==> config.mk <==
export PLATFORM = sky130hd
export DESIGN_NAME = tile_sequencer
export DESIGN_NICKNAME = d
export VERILOG_FILES = /design/src/rtl/tile_pkg.sv /design/src/rtl/tile_axis_counter.sv /design/src/rtl/tile_sequencer.sv
export SDC_FILE = /design/constraint.sdc
export NUM_CORES = 1
export LEC_CHECK = 0
export ABC_AREA = 0
export CORE_ASPECT_RATIO = 1.1
export CORE_UTILIZATION = 60
export CTS_BUF_LIST = sky130_fd_sc_hd__clkbuf_2 sky130_fd_sc_hd__clkbuf_4 sky130_fd_sc_hd__clkbuf_8
export DETAILED_ROUTE_END_ITERATION = 8
export GPL_ROUTABILITY_DRIVEN = 0
export HOLD_SLACK_MARGIN = 0.06
export PLACE_DENSITY = 0.9
export SLEW_MARGIN = 30
export SYNTH_ARGS = -nofsm -noshare
export SYNTH_HDL_FRONTEND = slang
export SYNTH_HIERARCHICAL = 1
export SYNTH_SLANG_ARGS = --single-unit
==> constraint.sdc <==
create_clock -name clk_i -period 7.5 [get_ports clk_i]
set_clock_uncertainty 0.15 [all_clocks]
set_input_delay 1.5 -clock clk_i [delete_from_list [all_inputs] [get_ports clk_i]]
set_output_delay 1.5 -clock clk_i [all_outputs]
set_load 0.005 [all_outputs]
==> src/rtl/tile_pkg.sv <==
// tile_pkg: tile grid sizing helpers shared by tile_sequencer and blk_buffer.
package tile_pkg;
  function automatic int ceil_div(input int a, input int b);
    return (a + b - 1) / b;
  endfunction
  function automatic int idx_width(input int range_n);
    return range_n > 1 ? $clog2(range_n) : 1;
  endfunction
  function automatic int blks(input int h, input int v, input int tw, input int th);
    return ceil_div(h, tw) * ceil_div(v, th);
  endfunction
endpackage

==> src/rtl/tile_axis_counter.sv <==
// tile_axis_counter: sub-tile position counter that advances a base by STEP every SPAN steps, saturating after LIMIT tiles.
module tile_axis_counter import tile_pkg::*; #(
  parameter int SPAN  = 16,
  parameter int LIMIT = 120,
  parameter int STEP  = 1,
  parameter int BW    = 7
) (
  input  logic          clk_i,
  input  logic          rst_ni,
  input  logic          i_clr,
  input  logic          i_step,
  output logic [BW-1:0] o_base,
  output logic          o_sat
);
  localparam int SW = idx_width(SPAN);
  logic [SW-1:0] r_sub;
  logic [BW-1:0] r_base;
  logic          r_over;
  logic [SW-1:0] w_sub;
  logic [BW-1:0] w_base;
  logic          w_over, w_wrap, w_last;
  // clr applies to the current step, so the cleared position is used this cycle
  assign w_sub  = i_clr ? '0 : r_sub;
  assign w_base = i_clr ? '0 : r_base;
  assign w_over = i_clr ? 1'b0 : r_over;
  assign w_wrap = i_step & (w_sub == SW'(SPAN - 1));
  assign w_last = w_base == BW'((LIMIT - 1) * STEP);
  assign o_base = w_base;
  assign o_sat  = w_over;
  always_ff @(posedge clk_i or negedge rst_ni) begin
    if (!rst_ni) begin
      r_sub  <= '0;
      r_base <= '0;
      r_over <= 1'b0;
    end else begin
      r_sub  <= i_step ? (w_wrap ? '0 : w_sub + SW'(1)) : w_sub;
      r_base <= (w_wrap & ~w_last) ? w_base + BW'(STEP) : w_base;
      r_over <= w_over | (w_wrap & w_last);
    end
  end
endmodule

==> src/rtl/tile_sequencer.sv <==
// tile_sequencer: maps video timing to per-pixel tile index and frame strobes, one cycle of latency.
module tile_sequencer import tile_pkg::*; #(
  parameter int H_ACTIVE = 1920,
  parameter int V_ACTIVE = 1080,
  parameter int TILE_W   = 16,
  parameter int TILE_H   = 16
) (
  input  logic        clk_i,
  input  logic        rst_ni,
  input  logic        vs_i,
  input  logic        hs_i,
  input  logic        de_i,
  output logic [31:0] tile_o,
  output logic        de_o,
  output logic        hs_o,
  output logic        vs_o,
  output logic        vs_r_o,
  output logic        freeze_o,
  output logic        locked_o,
  output logic        overflow_o
);
  localparam int COLS = ceil_div(H_ACTIVE, TILE_W);
  localparam int ROWS = ceil_div(V_ACTIVE, TILE_H);
  localparam int XW   = idx_width(COLS);
  localparam int TW   = idx_width(blks(H_ACTIVE, V_ACTIVE, TILE_W, TILE_H));
  logic          r_vs, r_vs_r, r_de_q, r_de, r_hs, r_freeze, r_locked, r_ovf;
  logic [31:0]   r_tile;
  logic          w_vs_rise, w_de_rise, w_de_fall, w_open, w_xsat, w_ysat;
  logic [XW-1:0] w_col;
  logic [TW-1:0] w_row_base;
  assign w_vs_rise = vs_i & ~r_vs;
  assign w_de_rise = de_i & ~r_de_q;
  assign w_de_fall = ~de_i & r_de_q;
  // a pixel coinciding with the locking vs edge already belongs to a valid frame
  assign w_open    = r_locked | w_vs_rise;
  tile_axis_counter #(.SPAN(TILE_W), .LIMIT(COLS), .STEP(1), .BW(XW)) u_x (
    .clk_i(clk_i), .rst_ni(rst_ni), .i_clr(w_de_rise), .i_step(de_i),
    .o_base(w_col), .o_sat(w_xsat)
  );
  tile_axis_counter #(.SPAN(TILE_H), .LIMIT(ROWS), .STEP(COLS), .BW(TW)) u_y (
    .clk_i(clk_i), .rst_ni(rst_ni), .i_clr(w_vs_rise), .i_step(w_de_fall),
    .o_base(w_row_base), .o_sat(w_ysat)
  );
  always_ff @(posedge clk_i or negedge rst_ni) begin
    if (!rst_ni) begin
      {r_vs, r_vs_r, r_de_q, r_de, r_hs, r_freeze, r_locked, r_ovf} <= '0;
      r_tile <= '0;
    end else begin
      r_vs     <= vs_i;
      r_vs_r   <= r_vs;
      r_freeze <= w_vs_rise;
      r_de_q   <= de_i;
      r_hs     <= hs_i;
      r_de     <= de_i & w_open;
      r_locked <= w_open;
      r_ovf    <= ~w_vs_rise & (r_ovf | (de_i & (w_xsat | w_ysat)));
      if (de_i & w_open) r_tile <= 32'(TW'(w_col) + w_row_base);
    end
  end
  assign tile_o     = r_tile;
  assign de_o       = r_de;
  assign hs_o       = r_hs;
  assign vs_o       = r_vs;
  assign vs_r_o     = r_vs_r;
  assign freeze_o   = r_freeze;
  assign locked_o   = r_locked;
  assign overflow_o = r_ovf;
endmodule

==> metrics.cfg <==
[power_and_ir_drop]
leakage_nw = 1.55
p_total_mw = 0.557
cellPowerDensity_mw_per_mm2 = 169
ir_drop_mv = 0.181

[grt]
grtUsageMet1_pct = 32.4
antenna_found_initial = 0
grt-busiest-layer = met2
grt_pass1_vias = 2108
grtUsageMet3_pct = 5.09
overflow = 0
grt_pass1_wl_um = 9600
grt_max_degree = 53
grt_use_met2_pct = 42.7
track_usage_pct = 25.3

[die]
die_x_um = 68.8
core_mm2 = 0.00468
rows = 26
start_util_pct = 62.8
fp.dieH_um = 75.5
ios = 44
die_area_mm2 = 0.00519

[cts]
cts_resized = 0
cts_setup_buffers = 0
clk_pin_slew_ps = 100
cts-root-buf = clkbuf_8
ctsHoldBuffers = 0
clock_latency_ps = 310
cts.sinks = 52
cts_max_level = 2
cts_tree = done
cts_buffers = 5
clockBufferDepth = 2

[worst_setup_path]
worstSetupStartpointType = input port
arrival_ps = 4790
critPathKind = in2reg
crit_fanout = 14
worstSetupEndpointType = register
cp.required_ps = 7560

[timing]
timing.final.ws_setup_ps = 2770
maxSlewHeadroom_pct = 35.8
min_period_ps = 4730
hold_violations = 0
fin_setup_tns_ps = 0
rsz0062_at_grt = false
finalSetupViolations = 0
slew_viol_final = 0
tightestPinTransition_ps = 961
timing.final.crit_share_pct = 63.0
timing.fmax_mhz = 212

[min_path]
hold_path_class = reg2reg

[synthesis]
ys_warn_count = 6
ys_async_sr_fraction_pct = 100
synth_area_mm2 = 0.00294
synth_cell_types = 63
synth-seq-cells = 52
synth_edf_count = 0
syn_inst = 290
ys_seq_area_share_pct = 44.2
ys.flop_type = dfrtp_1
syn_avg_cell_area_um2 = 10.1

[final_layout]
fin_cells = 374
area_growth_pct = 12.3
drive_above_1_share_pct = 10.4
fill_cells = 353
finish.net_count = 333
num_antenna_cells = 0

[detailed_routing]
wl_per_cell_um = 15.6
firstDrtPassIters = 4
drc_errors = 0
postRouteAntennaNets = 0
first_iter_violations = 166
vias_per_cell = 5.75
wl_um = 5840
vias = 2149

[placed_design]
port_buffers = 25
dpl.cell_count = 366
hpwl_um = 4160
pre_cts_slack_ps = 2560

[outcome]
status = complete, no violations

[run]
maxCapViolations = 0

[worst paths after layout]
check	start	end	slack, ps	cells after the start
max	de_i	tile_o[7]	2770	8
min	vs_o	vs_r_o	270	0
max reg2reg	r_de_q	tile_o[7]	4410	7
min reg2reg	vs_o	vs_r_o	270	0
max in group asynchronous	rst_ni	tile_o[9]	5620	2
min in group asynchronous	rst_ni	freeze_o	1140	2
[worst max-delay path: stages]
cell	delay, ps
clkdlybuf4s50_1	760
nor2b_1	830
nor2b_1	250
ha_1	390
a211oi_1	360
o211ai_2	210
and3_2	270
o31ai_2	220
[placed cells by master, fill, tap and decap left out, types with 2 or more instances in the layout]
cell type / synthesis / layout
a211o_1: 2 / 2
a211oi_1: 4 / 4
a21o_1: 4 / 4
a21oi_1: 11 / 11
and3_1: 2 / 2
buf_4: 18 / 2
clkbuf_8: 0 / 6
clkdlybuf4s50_1: 0 / 24
conb_1: 1 / 18
dfrtp_1: 52 / 52
ha_1: 10 / 10
inv_1: 16 / 16
nand2_1: 28 / 28
nand2b_1: 3 / 3
nand3_1: 8 / 8
nand3b_1: 2 / 2
nand4_1: 7 / 7
nand4_2: 2 / 2
nor2_1: 8 / 8
nor2b_1: 22 / 22
nor3_1: 3 / 3
nor3b_1: 2 / 2
nor3b_2: 2 / 2
nor4_1: 2 / 2
o2111ai_1: 2 / 2
o211a_1: 2 / 2
o211ai_2: 3 / 3
o21a_1: 2 / 2
o21ai_0: 8 / 8
o31ai_1: 2 / 2
or2b_1: 2 / 2
or3_1: 2 / 2
xnor2_1: 13 / 13
xor2_1: 11 / 11
[synth_stat cells (3+ instances only)]
cell       n  area, um^2
xor2_1    11        96.3
nor3_1     3        15.0
buf_4     18         135
clkbuf_1   3        11.3
a21o_1     4        30.0
a211oi_1   4        30.0
dfrtp_1   52        1300
nor2_1     8        30.0
o211ai_2   3        37.5
o21ai_0    8        40.0
a21oi_1   11        55.1
ha_1      10         125
nand4_1    7        43.8
nand2_1   28         105
xnor2_1   13         114
inv_1     16        60.1
nand3_1    8        40.0
nor2b_1   22         138
nand2b_1   3        18.8
[metal layers]
| metal | wire length [um] | share of wire [%] |
|---|---|---|
| met1 | 2590 | 44 |
| met2 | 2920 | 50 |
| met3 | 221 | 3.8 |
| met4 | 110 | 1.9 |
| met5 | 0 | 0 |
[state kept, by name, indices dropped and copies added (netlist names)]
| name | flops |
|---|---|
| u_x/r_base | 7 |
| u_x/r_over | 1 |
| u_y/r_base | 13 |
| freeze_o | 1 |
| vs_o | 1 |
| r_de_q | 1 |
| de_o | 1 |
| tile_o | 14 |
| u_y/r_over | 1 |
| u_x/r_sub | 4 |
| hs_o | 1 |
| locked_o | 1 |
| overflow_o | 1 |
| u_y/r_sub | 4 |
| vs_r_o | 1 |
[cell families (layout without fill, tap and decap cells)]
logic type	Yosys count	count (layout)	synth area share (%)
XOR/XNOR	24	24	7.14
multiplexers	1	1	0.383
AND/OR/NAND/NOR	109	109	22.2
AO/OA/AOI/OAI	51	51	13.4
flip-flops	52	52	44.2
adder cells (fa/ha/maj)	11	11	4.93
other	1	18	0.127
buffers and inverters	41	52	7.65
[stage by stage]
step                      cell area, um^2  hold slack [ps]  util (%)
after global placement               3180              236      67.8
after detailed placement             3180              247      67.8
after CTS                            3300              268      70.4
final                                3300              268      70.5
after floorplan                      3010              246         -
after global routing                 3300              274      70.5
[report_power, final]
group	internal [mW]	leakage [nW]	switching, mW
registers	0.294	0.699	0.0114
logic	0.0203	0.791	0.0271
clock network	0.109	0.0614	0.0951
total	0.423	1.55	0.134
[area by class of cell]
type / count / area, um^2 / share of cell area [%]
Multi-Input combinational cell: 214 / 1490 / 45.0
Sequential cell: 52 / 1300 / 39.4
Timing Repair Buffer: 27 / 260 / 7.88
Clock buffer: 6 / 82.6 / 2.50
Tap cell: 56 / 70.1 / 2.12
Inverter: 17 / 63.8 / 1.93
Clock inverter: 2 / 38.8 / 1.17
No activity file was read; power rests on OpenSTA's default activity.
